`config.mk`:
```
export PLATFORM = sky130hd
export DESIGN_NAME = site_mutator
export DESIGN_NICKNAME = d
export VERILOG_FILES = /design/src/rtl/alisim_pkg.sv /design/src/rtl/xorshift32.sv /design/src/rtl/site_mutator.sv
export SDC_FILE = /design/constraint.sdc
export NUM_CORES = 1
export LEC_CHECK = 0
export BUFFER_PORTS_ARGS = -buffer_cell sky130_fd_sc_hd__buf_4
export CORE_MARGIN = 2
export CORE_UTILIZATION = 43
export DETAILED_ROUTE_END_ITERATION = 12
export GPL_ROUTABILITY_DRIVEN = 0
export PLACE_DENSITY = 0.64
export SETUP_SLACK_MARGIN = 0.15
export SYNTH_ARGS = -nofsm -noshare
export SYNTH_HDL_FRONTEND = slang
export SYNTH_SLANG_ARGS = --single-unit
```
`constraint.sdc`:
```
create_clock -name clk -period 3.4 [get_ports clk]
set_input_delay 0.68 -clock clk [delete_from_list [all_inputs] [get_ports clk]]
set_output_delay 0.68 -clock clk [all_outputs]
set_load 0.03 [all_outputs]
```
`src/rtl/alisim_pkg.sv`:
```
// rtl/alisim_pkg.sv - shared phase codes, base encoding and seed mixing for the alignment simulator
package alisim_pkg;

  // Phase codes driven by Schedule; any code with bit 2 set means HOLD
  localparam logic [2:0] PH_IDLE  = 3'b000;
  localparam logic [2:0] PH_SEED  = 3'b001;
  localparam logic [2:0] PH_RUN   = 3'b010;
  localparam logic [2:0] PH_DRAIN = 3'b011;

  // Two-bit nucleotide encoding
  localparam logic [1:0] BASE_A = 2'd0;
  localparam logic [1:0] BASE_C = 2'd1;
  localparam logic [1:0] BASE_G = 2'd2;
  localparam logic [1:0] BASE_T = 2'd3;

  // Seed mixing constants; the low byte alone keeps the seeded word non-zero
  localparam logic [7:0] SEED_MIX_HI = 8'hA5;
  localparam logic [7:0] SEED_MIX_LO = 8'h5A;

  localparam logic [31:0] RNG_RESET = 32'h0000_0001;

  // A zero offset would reproduce the parent, so it is steered to the transition-like +2
  localparam logic [1:0] OFF_ZERO_REMAP = 2'd2;

  typedef enum logic [1:0] {
    S_IDLE,
    S_SEEDED,
    S_ACTIVE,
    S_DRAIN
  } mut_fsm_e;

  function automatic logic [31:0] seed_word(input logic [7:0] seed);
    return {seed, ~seed, seed ^ SEED_MIX_HI, SEED_MIX_LO};
  endfunction

  function automatic logic [1:0] mutate_base(input logic [1:0] parent, input logic [1:0] off);
    logic [1:0] eff;
    eff = (off == 2'd0) ? OFF_ZERO_REMAP : off;
    return parent + eff;
  endfunction

endpackage

```
`src/rtl/xorshift32.sv`:
```
// rtl/xorshift32.sv - 32-bit xorshift generator with synchronous load and single-step advance
module xorshift32
  import alisim_pkg::*;
(
  input  logic        clk,
  input  logic        reset,
  input  logic        load,
  input  logic        step,
  input  logic [31:0] seed,
  output logic [31:0] value
);

  logic [31:0] s1;
  logic [31:0] s2;
  logic [31:0] s3;

  // One xorshift round: x^=x<<13; x^=x>>17; x^=x<<5
  always_comb begin
    s1 = value ^ (value << 13);
    s2 = s1 ^ (s1 >> 17);
    s3 = s2 ^ (s2 << 5);
  end

  // Load wins over step so a SEED never mixes with a pending advance
  always_ff @(posedge clk or posedge reset) begin
    if (reset) begin
      value <= RNG_RESET;
    end else if (load) begin
      value <= seed;
    end else if (step) begin
      value <= s3;
    end
  end

endmodule

```
`src/rtl/site_mutator.sv`:
```
// rtl/site_mutator.sv - per-site random mutation of a base stream with registered output
module site_mutator
  import alisim_pkg::*;
#(
  parameter int CNT_W = 16
) (
  input  logic             clk,
  input  logic             reset,
  input  logic [2:0]       state,
  input  logic [7:0]       seed_ID,
  input  logic [15:0]      threshold,
  input  logic [1:0]       in_base,
  input  logic             in_valid,
  output logic             in_ready,
  output logic [1:0]       out_base,
  output logic             out_mut,
  output logic             out_valid,
  input  logic             out_ready,
  output logic [CNT_W-1:0] site_cnt,
  output logic [CNT_W-1:0] mut_cnt,
  output logic             done
);

  localparam logic [CNT_W-1:0] CNT_MAX = '1;

  mut_fsm_e    fsm;
  mut_fsm_e    fsm_next;
  logic        hold;
  logic        ph_idle;
  logic        ph_seed;
  logic        ph_run;
  logic        ph_drain;
  logic        accept;
  logic        drain_hs;
  logic        mutate;
  logic [1:0]  child_base;
  logic [31:0] seed_mix;
  logic [31:0] rng;
  logic        rng_unused;

  assign hold     = state[2];
  assign ph_idle  = (state == PH_IDLE);
  assign ph_seed  = (state == PH_SEED);
  assign ph_run   = (state == PH_RUN);
  assign ph_drain = (state == PH_DRAIN);

  assign accept   = in_valid && in_ready;
  // HOLD freezes the output register, so no handshake can complete there
  assign drain_hs = out_valid && out_ready && !hold;

  assign mutate     = (threshold == 16'hFFFF) || (rng[15:0] < threshold);
  assign child_base = mutate ? mutate_base(in_base, rng[17:16]) : in_base;
  assign seed_mix   = seed_word(seed_ID);
  assign rng_unused = ^rng[31:18];

  xorshift32 u_rng (
    .clk   (clk),
    .reset (reset),
    .load  (ph_seed),
    .step  (accept),
    .seed  (seed_mix),
    .value (rng)
  );

  // Next phase of the run and input backpressure; IDLE phase aborts from anywhere
  always_comb begin
    fsm_next = fsm;
    in_ready = 1'b0;
    case (fsm)
      S_IDLE:   if (ph_seed) fsm_next = S_SEEDED;
      S_SEEDED: if (ph_run) fsm_next = S_ACTIVE;
      S_ACTIVE: begin
        in_ready = ph_run && (!out_valid || out_ready);
        if (ph_drain) fsm_next = S_DRAIN;
      end
      S_DRAIN:  if (ph_drain && done) fsm_next = S_IDLE;
      default:  fsm_next = S_IDLE;
    endcase
    if (ph_idle) fsm_next = S_IDLE;
  end

  // FSM state register
  always_ff @(posedge clk or posedge reset) begin
    if (reset) begin
      fsm <= S_IDLE;
    end else begin
      fsm <= fsm_next;
    end
  end

  // Single-entry output register; a new site overwrites a slot being drained in the same cycle
  always_ff @(posedge clk or posedge reset) begin
    if (reset) begin
      out_valid <= 1'b0;
      out_base  <= BASE_A;
      out_mut   <= 1'b0;
    end else if (ph_idle) begin
      out_valid <= 1'b0;
      out_base  <= BASE_A;
      out_mut   <= 1'b0;
    end else if (accept) begin
      out_valid <= 1'b1;
      out_base  <= child_base;
      out_mut   <= mutate;
    end else if (drain_hs) begin
      out_valid <= 1'b0;
    end
  end

  // Site and mutation counters: cleared by SEED, saturating on accepted sites
  always_ff @(posedge clk or posedge reset) begin
    if (reset) begin
      site_cnt <= '0;
      mut_cnt  <= '0;
    end else if (ph_seed) begin
      site_cnt <= '0;
      mut_cnt  <= '0;
    end else if (accept) begin
      if (site_cnt != CNT_MAX) site_cnt <= site_cnt + 1'b1;
      if (mutate && (mut_cnt != CNT_MAX)) mut_cnt <= mut_cnt + 1'b1;
    end
  end

  // One-cycle done pulse in the cycle right after the output register empties during drain
  always_ff @(posedge clk or posedge reset) begin
    if (reset) begin
      done <= 1'b0;
    end else if (!hold) begin
      done <= (fsm == S_DRAIN) && ph_drain && !done && !(out_valid && !out_ready);
    end
  end

endmodule

```
# Yosys cells after proc, flatten, opt, wreduce, memory -nomap -nowiden
# Cells that the tools add are included.
word_totals:
  regBits: 71
  input_bits: 33
  output_inout_bits: 38
  wordCells: 82
op_classes:
  add_sub_neg: 3
  magnitude_cmp: 1
  n_eq_ne: 13
  n_mux: 24
  n_bitwise: 5
  n_reduce_logical: 28
op_table:
  columns: ["op", "n"]
  rows:
  - ["2-to-1 mux 16 bit", 6]
  - ["2-to-1 mux 32 bit", 2]
  - ["bitwise XOR 32 bit", 2]
  - ["adder 16 x 1 -> 16 bit (second input constant)", 2]
  - ["inequality test 16 bit (second input constant)", 2]
  - ["bitwise XOR 32 x 15 -> 32 bit", 1]
  - ["2-to-1 mux 2 bit", 9]
  - ["== test 16 bit (second input constant)", 1]
  - ["less-than comparator 16 bit", 1]
  - ["inequality test 3 bit (second input constant)", 4]
  - ["logical AND 1 bit", 10]
  - ["NOT 8 bit", 1]
  - ["one-hot mux 2 bit (4 select lines)", 1]
  - ["nonzero test 2 bit", 4]
  - ["== test 3 x 2 -> 1 bit (second input constant)", 2]
  - ["2-to-1 mux 1 bit", 6]
  - ["logical NOT 1 bit", 5]
  - ["== test 2 bit (second input constant)", 2]
  - ["logical NOT 2 bit", 2]
  - ["NOT 4 bit", 1]
  - ["AND reduction 2 bit", 2]
  - ["AND reduction 4 bit", 1]
  - ["== test 3 x 1 -> 1 bit (second input constant)", 1]
  - ["logical NOT 3 bit", 1]
  - ["other kinds (4)", 5]

# Logic depth before layout (Yosys ltp)
# Gate-level depths: netlist of run 1.
depth:
  word_depth: 7
  mapped_depth: 10
  mapped_depth_nobuf: 9

# By module
# From an unflattened synthesis of run 1, not the netlist that was laid out.
unflattened:
  hier_cells: 536
  hier_area_um2: 4962.3
by_module_without_submodules:
  columns: ["module", "n_inst", "cells_per_inst", "area_each_um2"]
  rows:
  - ["site_mutator", 1, 312, 2681.3]
  - ["xorshift32", 1, 224, 2280.9]

# Worst setup path before layout of run 1
# OpenSTA, ideal clock, no wires.
synth_path:
  path_kind: "input to register"
  from: "in threshold[15]"
  to: "reg out_base[1]"
  setup_ns: 0.069
  arrival_ns: 2.498
  path_slack_ns: 0.833
  cell_stages: 9
  n_path_buf: 0
  cell_sequence: "inv_1 ha_1 nand4_1 nor3_1 nor3_1 a21bo_2 o21ba_2 or4_1 nand3_1"
synth_via:
  elab_chain_len: 5
synth_rtl:
  columns: ["item", "line", "source"]
  rows:
  - ["from (decl)", "site_mutator.sv:11", "input logic [15:0] threshold,"]
  - ["less-than comparator 16 bit or == test 16 bit (tied branches)", "site_mutator.sv:51", "assign mutate = (threshold == 16'hFFFF) || (rng[15:0] < threshold);"]
  - ["logical OR 1 bit *", "site_mutator.sv:51", null]
  - ["2-to-1 mux 2 bit *", "site_mutator.sv:52", "assign child_base = mutate ? mutate_base(in_base, rng[17:16]) : in_base;"]
  - ["2-to-1 mux 2 bit *", "site_mutator.sv:101", "end else if (accept) begin"]
  - ["2-to-1 mux 2 bit *", "site_mutator.sv:97", "end else if (ph_idle) begin"]
  - ["to (signal assigned)", "site_mutator.sv:103", "out_base <= child_base;"]
  - ["to (decl)", "site_mutator.sv:15", "output logic [1:0] out_base,"]
# Mark *: on every way between the ends. The rest lies on a longest branch, timed or not. The select of a mux whose other input is x is not followed.
# A chain may end at the register's enable or synchronous reset.

# Final worst setup path of run 1
layout_path:
  from: "reg fsm[0]"
  to: "reg mut_cnt[11]"
layout_via:
  elab_chain_len: 5
layout_rtl:
  columns: ["item", "line", "source"]
  rows:
  - ["from (decl)", "site_mutator.sv:26", "mut_fsm_e fsm;"]
  - ["from (signal assigned)", "site_mutator.sv:87", "fsm <= fsm_next;"]
  - ["== test 2 bit", "site_mutator.sv:69", "case (fsm)"]
  - ["2-to-1 mux 1 bit", "site_mutator.sv:69", null]
  - ["logical AND 1 bit", "site_mutator.sv:47", "assign accept = in_valid && in_ready;"]
  - ["nonzero test 2 bit (no line)", null, null]
  - ["AND reduction 2 bit (no line)", null, null]
  - ["to (signal assigned)", "site_mutator.sv:120", "if (mutate && (mut_cnt != CNT_MAX)) mut_cnt <= mut_cnt + 1'b1;"]
  - ["to (decl)", "site_mutator.sv:20", "output logic [CNT_W-1:0] mut_cnt,"]
# No other way between the ends.

==> metrics.txt, run 1 <==
status complete, no violations; initial antenna violation count 0; vias in the first global route 3774; Max-Cap Viols 0; Fillers 977; RR Endpoint mut_cnt[11]; # setup viols final 0; fin crit period around 2.7 ns; total CTS buffers 9; DR vias 3818; setup slack, reg-to-reg 0.66 ns; Syn Nets 578; prevailing post-synth register cell dfrtp_1; CTS root buffer clkbuf_8; post-synth top area share between 30% and 40%; first drt pass iteration count 4; Post-CTS Setup Repair Bufs 0; drt first-iter violations about 190; CTS Hold Buffers Added 0; GRT met1 Usage 28.14%; Sw Pwr 1.137 mW; Avg Cell Area, Syn 8.869 um^2; Max Slew Vio Count 0; Die ar. 0.01161 mm^2; dpl ws a little under 0.6 ns; Worst R2R Path Depth 8; Overflow after GRT 0; YS warnings 0; Buf+Inv Stages, Crit Path 1; Leak around 2.5 nW; NumNets Final around 650; final setup TNS 0 ns; fin area 0.005503 mm^2; final core occ 53.06%; Initial Util between 40% and 50%; row count 37; Die X-Extent approximately 110 um; post-cts repair resize count 0; CTS tree built; number of synthesized flops with an enable pin 0; Hold WC Path Type in2async; final WL 11040 um; Distinct cells, synth 46; VDD IR max 0.2801 mV; Final ANT Viol Nets 0; Finished Layout Cells 730; Comb power frac 39.4%; Final HPWL DP roughly 8200 um; CP arrival 3.01 ns; ys async rst share 100.0%; number of synthesized register bits 71; share of layout cells above drive strength 1 17.17%; Placed Instance Area ~0.0053 mm^2; DRC 0; Setup crit start fsm[0]; endpoints failing hold 0; RSZ-0062 raised after global routing no; skew final 0.006799 ns; first-pass GRT wire length 18520 um; Clk pin slew, worst setup/hold paths 0.08 ns; Top-Level Pins 71; routed vias/inst 5.230; CP top delay family simple AND/OR/NAND/NOR gates; Crit path depth 8; Slowest cell on crit path and4_1; Core ar. 0.01037 mm^2; Die Height 107.8 um; placed cells 715; Worst Setup Start Kind flop; Relative slew margins between 60% and 70%; Switching Share 37.00%; mapped cell area ~0.0046 mm^2; area leader, netlist dfrtp_1; Power Density 558.6 mW/mm^2; GR peak layer met2; largest net degree at the start of global routing 40; setup slack after layout 0.6583 ns; Synth area leaders dfrtp_1 (38%), xnor2_1 (12%), xor2_1 (6.8%); Clk pwr share 22.6%; CTS max path bufs 2; Syn Inst Count about 520; clk sinks 71; internal power 1.936 mW; reg2reg start fsm[0]; WP data required between 3 and 4 ns; fmax 364.7 MHz; CP Capture Type flop; crit-path cells inv_1 -> ha_1 -> nor2b_1 -> and4_1 -> nand3_1 -> and2_4 -> or3_1 -> a21oi_1; Antenna Cells 0; max incr delay on CP ~0.56 ns; GRT Util Overall 20.37%; mean routed wirelength per cell ~15 um; Seq pwr share 38.0%; Least-Margin Pin Slew 0.5016 ns; M3 GR Usage 4.237%; CP Class reg2reg; GR Util met2 around a third; number of H-tree levels 3; port bufs 70; period utilization 80.64%; Area growth syn-to-layout 18.86%; CP max FO 11; post-synthesis sequential area ratio 38.41%; Skew-Pair Late Insertion Delay ~0.35 ns; CP Capture Point mut_cnt[11]
## power by group through the flow
stage | Combinational [mW] | Clock, mW | Sequential (mW)
3_3_place_gp | 1.19 | 0 | 1.18
2_1_floorplan | 0.995 | 0 | 1.13
3_5_place_dp | 1.21 | 0 | 1.18
5_1_grt | 1.37 | 0.743 | 1.19
4_1_cts | 1.22 | 0.712 | 1.17
6_report | 1.21 | 0.695 | 1.17
## layer usage
metal / up-vias / share of wire (%)
met5: - / 0
met4: 0 / 1.2
met3: 12 / 4.6
met2: 81 / 46
met1: 1813 / 48
li1: 1912 / -
## cells in the mapped netlist, types with 6 or more instances
cell and number:
ha_1 23, xor2_1 36, nand2_1 41, nand2b_1 7, a21oi_1 36, nand4_1 15, dfrtp_1 70, nor2_1 63
and3_1 9, xnor2_1 61, nand3_1 20, or3_1 9, clkbuf_1 17, a21o_1 6, mux2i_1 7, inv_1 27
o21ai_0 28, nor3_1 7
## cells by family after synthesis
| logic type | Yosys count | share of synthesized area (%) |
|---|---|---|
| DFF | 71 | 38.41 |
| muxes | 7 | 1.514 |
| xor gates and xnor gates | 97 | 18.35 |
| buffers and inverters | 47 | 4.000 |
| AOI/OAI and AO/OA | 92 | 12.32 |
| adders and majority gates | 23 | 6.216 |
| and+or+nand+nor | 185 | 19.19 |
## cells in the final DEF (no fill, tap or decap), types with 2 or more instances in the layout
cell / count
nor2_1: 63
a31oi_1: 3
clkbuf_8: 11
or4_1: 2
buf_4: 76
nand4_1: 15
nand2b_1: 7
nor2b_1: 2
a21boi_0: 5
xor2_1: 36
ha_1: 23
or3_1: 9
clkinv_2: 3
nand2_1: 41
a211oi_1: 2
a21o_1: 6
o21ai_0: 28
xnor2_1: 61
and3_1: 9
a21oi_1: 36
dfrtp_1: 70
nor3_1: 7
and4_1: 4
mux2i_1: 7
inv_1: 26
nand3_1: 20
## sequential cells by signal, summed over array words and instances (netlist names)
register / cells
u_rng.value: 32
mut_cnt: 16
site_cnt: 16
fsm: 2
out_base: 2
done: 1
out_mut: 1
out_valid: 1
## final cells by class
class                      instances  area [um^2]  area share (%)
tap                              136        170.2           3.092
clock inverter                     4        45.04          0.8186
multi-input combinational        404         2666           48.45
sequential                        71         1778           32.31
timing repair buffer              77        590.6           10.73
inverter                          27        101.3           1.842
clock buffer                      11        151.4           2.751
## worst register-to-register path: cells and delay by family (launching register included)
family,cells,cell delay (ns)
simple gates,5,1.75
flops,1,0.40
fa+ha+maj,1,0.20
buf+inv,1,0.13
compound gates,1,0.18
## how the worst min path moves through the flow
stage / to / cells after the start / from / slack, ns
2_1_floorplan: u_rng.value[0] / 2 / u_rng.value[0] / 0.50
3_3_place_gp: out_base[0] / 2 / out_base[0] / 0.49
3_5_place_dp: done / 1 / done / 0.50
4_1_cts: done / 2 / reset / 0.33
5_1_grt: done / 2 / reset / 0.34
6_report: u_rng.value[13] / 2 / reset / 0.33
## per-stage QoR
stage	power, mW	hold WS [ns]
floorplan	2.126	0.5026
global placement	2.363	0.4873
detailed placement	2.392	0.5020
CTS	3.100	0.3268
global route	3.300	0.3441
finish	3.074	0.3269
Power figures use the tool's default switching activity.
==> run 2, diff against run 1 <==
- PLACE_DENSITY: 0.64 -> 0.67
- clock period: 3.4 -> 2.5 ns (I/O delays scaled with it)
==> run 2 against run 1 <==
Sequential power rose by 31%. Critical path depth fell by 1. Clock power up 76%. Maximum frequency up 18%. Clock skew rose by 0.0031 ns. Sequential share of layout area is 1.8 points lower. Power rose by 51%. Clock-buffer cell count down 1. Design area increased by 6.3%. Critical endpoint is now out_base[1].
==> metrics.txt, run 2 (same netlist as run 1, synthesis figures left out) <==
Clk pin slew, worst setup/hold paths 0.08 ns (about the same); largest net degree at the start of global routing 38 (-5.0%); CTS root buffer clkbuf_8; Area growth syn-to-layout 26.35%; Core ar. 0.01037 mm^2 (unchanged); Antenna Cells 0 (unchanged); Final ANT Viol Nets 0 (unchanged); initial antenna violation count 0 (unchanged); Overflow after GRT 0 (unchanged); hold slack 0.1241 ns (-0.2028 ns); # setup viols final 0 (unchanged); endpoints failing hold 0 (unchanged); port bufs 70 (unchanged); Clk pwr share 26.3% (+3.7 points); CP max FO 5 (-6); Worst Setup Start Kind flop; Hold WC Path Type in2async; Final HPWL DP 8643 um (+5.9%); row count 37 (unchanged); max reg flops 32 (unchanged); CP Capture Type flop; Comb power frac 40.7% (+1.3 points); VDD IR max 0.3419 mV (+22%); Finished Layout Cells 750 (+2.7%); max incr delay on CP 0.49 ns (-0.07 ns); final WL 11800 um (+6.8%); NumNets Final 665 (+2.9%); Die ar. 0.01161 mm^2 (unchanged); Largest regs u_rng.value: 32 flops, mut_cnt: 16 flops, site_cnt: 16 flops; number of H-tree levels 3 (unchanged); crit-path cells ha_1 -> a2111oi_2 -> o221a_2 -> nor2_1 -> o21ba_4 -> or4_4 -> nand3_2; leading cell types in the layout, fill and taps excluded buf_4 (93), dfrtp_1 (66), nor2_1 (63); drt first-iter violations 190 (-2.1%); DR vias 4002 (+4.8%); CTS Hold Buffers Added 0 (unchanged); clk sinks 71 (unchanged); Max Slew Vio Count 0 (unchanged); Power Density 791.7 mW/mm^2 (+42%); final setup TNS 0 ns (unchanged); vias in the first global route 3841 (+1.8%); CTS tree built; most flop-heavy register u_rng.value; first-pass GRT wire length 18930 um (+2.2%); Least-Margin Pin Slew 0.7364 ns (+0.2348 ns); Die X-Extent 107.8 um (unchanged); RSZ-0062 raised after global routing yes; Relative slew margins 50.45% (-16 points); DRC 0 (unchanged); placed cells 729 (+2.0%); GRT Util Overall 20.84% (+0.47 points); routed vias/inst 5.336 (+2.0%); Sw Pwr 1.641 mW (+44%); Top-Level Pins 71 (unchanged); internal power 2.990 mW (+54%); Skew-Pair Late Insertion Delay 0.37 ns (+0.02 ns); CTS max path bufs 2 (unchanged); fmax 432.1 MHz (+18%); most common cell after layout, fill and taps aside buf_4; period utilization 92.58% (+12 points); Switching Share 35.44% (-1.6 points); Slowest cell on crit path or4_4; Initial Util 44.64% (unchanged); Leak 2.659 nW (+4.9%); Seq pwr share 33.0% (-5.0 points); CP arrival 2.62 ns (-0.39 ns); WP data required 2.80 ns (-0.87 ns); total CTS buffers 9 (unchanged); skew final 0.009874 ns (+0.003075 ns); Max-Cap Viols 0 (unchanged); share of layout cells above drive strength 1 23.45% (+6.3 points); Die Height 107.8 um (unchanged); mean routed wirelength per cell 15.73 um (+4.0%); status complete, no violations; first drt pass iteration count 5 (+1); fin crit period 2.314 ns (-0.4273 ns); CP Class reg2reg
[run 2: cell types whose count changed in the layout (fill, tap and decap cells not counted), moves of 3 or more]
| cell | previous run | this run |
|---|---|---|
| buf_4 | 76 | 93 |
| a21oi_1 | 36 | 31 |
| a21oi_2 | 0 | 5 |
| dfrtp_1 | 70 | 66 |
| dfrtp_2 | 0 | 4 |
| bufinv_16 | 1 | 4 |
| ha_1 | 23 | 20 |
[run 2: through the flow]
stage / area (um^2) / total power, mW / worst slack, ns / util [%]
finish: 5849 / 4.631 / 0.1856 / 56.41
global route: 5849 / 4.920 / 0.1191 / 56.41
CTS: 5695 / 4.561 / 0.1316 / 54.92
detailed placement: 5429 / 3.337 / 0.006948 / 52.35
global placement: 5429 / 3.290 / 0.05530 / 52.35
floorplan: 4634 / 2.893 / 0.1621 / -
[run 2: path summary, 6_finish.rpt]
path | to | depth (start not counted) | from | slack (ns)
setup / recovery | out_base[1] | 7 | u_rng.value[1] | 0.19
hold reg to reg | done | 1 | done | 0.51
min in group clk | u_rng.value[20] | 2 | seed_ID[4] | 0.31
hold / removal | site_cnt[14] | 2 | reset | 0.12
max in group asynchronous | u_rng.value[0] | 3 | reset | 1.68
setup reg to reg | out_base[1] | 7 | u_rng.value[1] | 0.19
[run 2: area by class of cell]
class                           count  area (um^2)
Multi-Input combinational cell    405         2796
Clock inverter                      6        132.6
Clock buffer                       10        127.6
Sequential cell                    71         1783
Fill cell                         929         4521
Inverter                           27        101.3
Tap cell                          136        170.2
Timing Repair Buffer               95        738.2
[run 2: metal layers]
| layer | global-route usage [%] | part of all wire [%] |
|---|---|---|
| met1 | 26.89 | 45 |
| met2 | 33.74 | 48 |
| met3 | 3.753 | 4.6 |
| met4 | 9.890 | 2.8 |
| met5 | 0 | 0 |
[run 2: what timing repair did]
| item | CTS | global route |
|---|---|---|
| pin swaps | 1 | 18 |
| endpoints found under the setup margin | 11 | 27 |
| setup buffers | 0 | 4 |
| cloned | 0 | 1 |
| gates resized for setup | 2 | 28 |
| hold endpoints to repair | 0 | 0 |
[run 2: power by group through the flow]
stage	Combinational [mW]	Sequential [mW]	Clock, mW
after global routing	2.08	1.55	1.29
after floorplan	1.36	1.54	0
after detailed placement	1.78	1.55	0
after global placement	1.74	1.55	0
final	1.89	1.53	1.22
after CTS	1.80	1.53	1.23
[run 2: worst max-delay path: cells and delay by family, from the launching register on]
| family | cells | cell delay, ns |
|---|---|---|
| simple gates | 3 | 0.65 |
| flops | 1 | 0.45 |
| compound gates | 3 | 0.86 |
| fa+ha+maj | 1 | 0.30 |
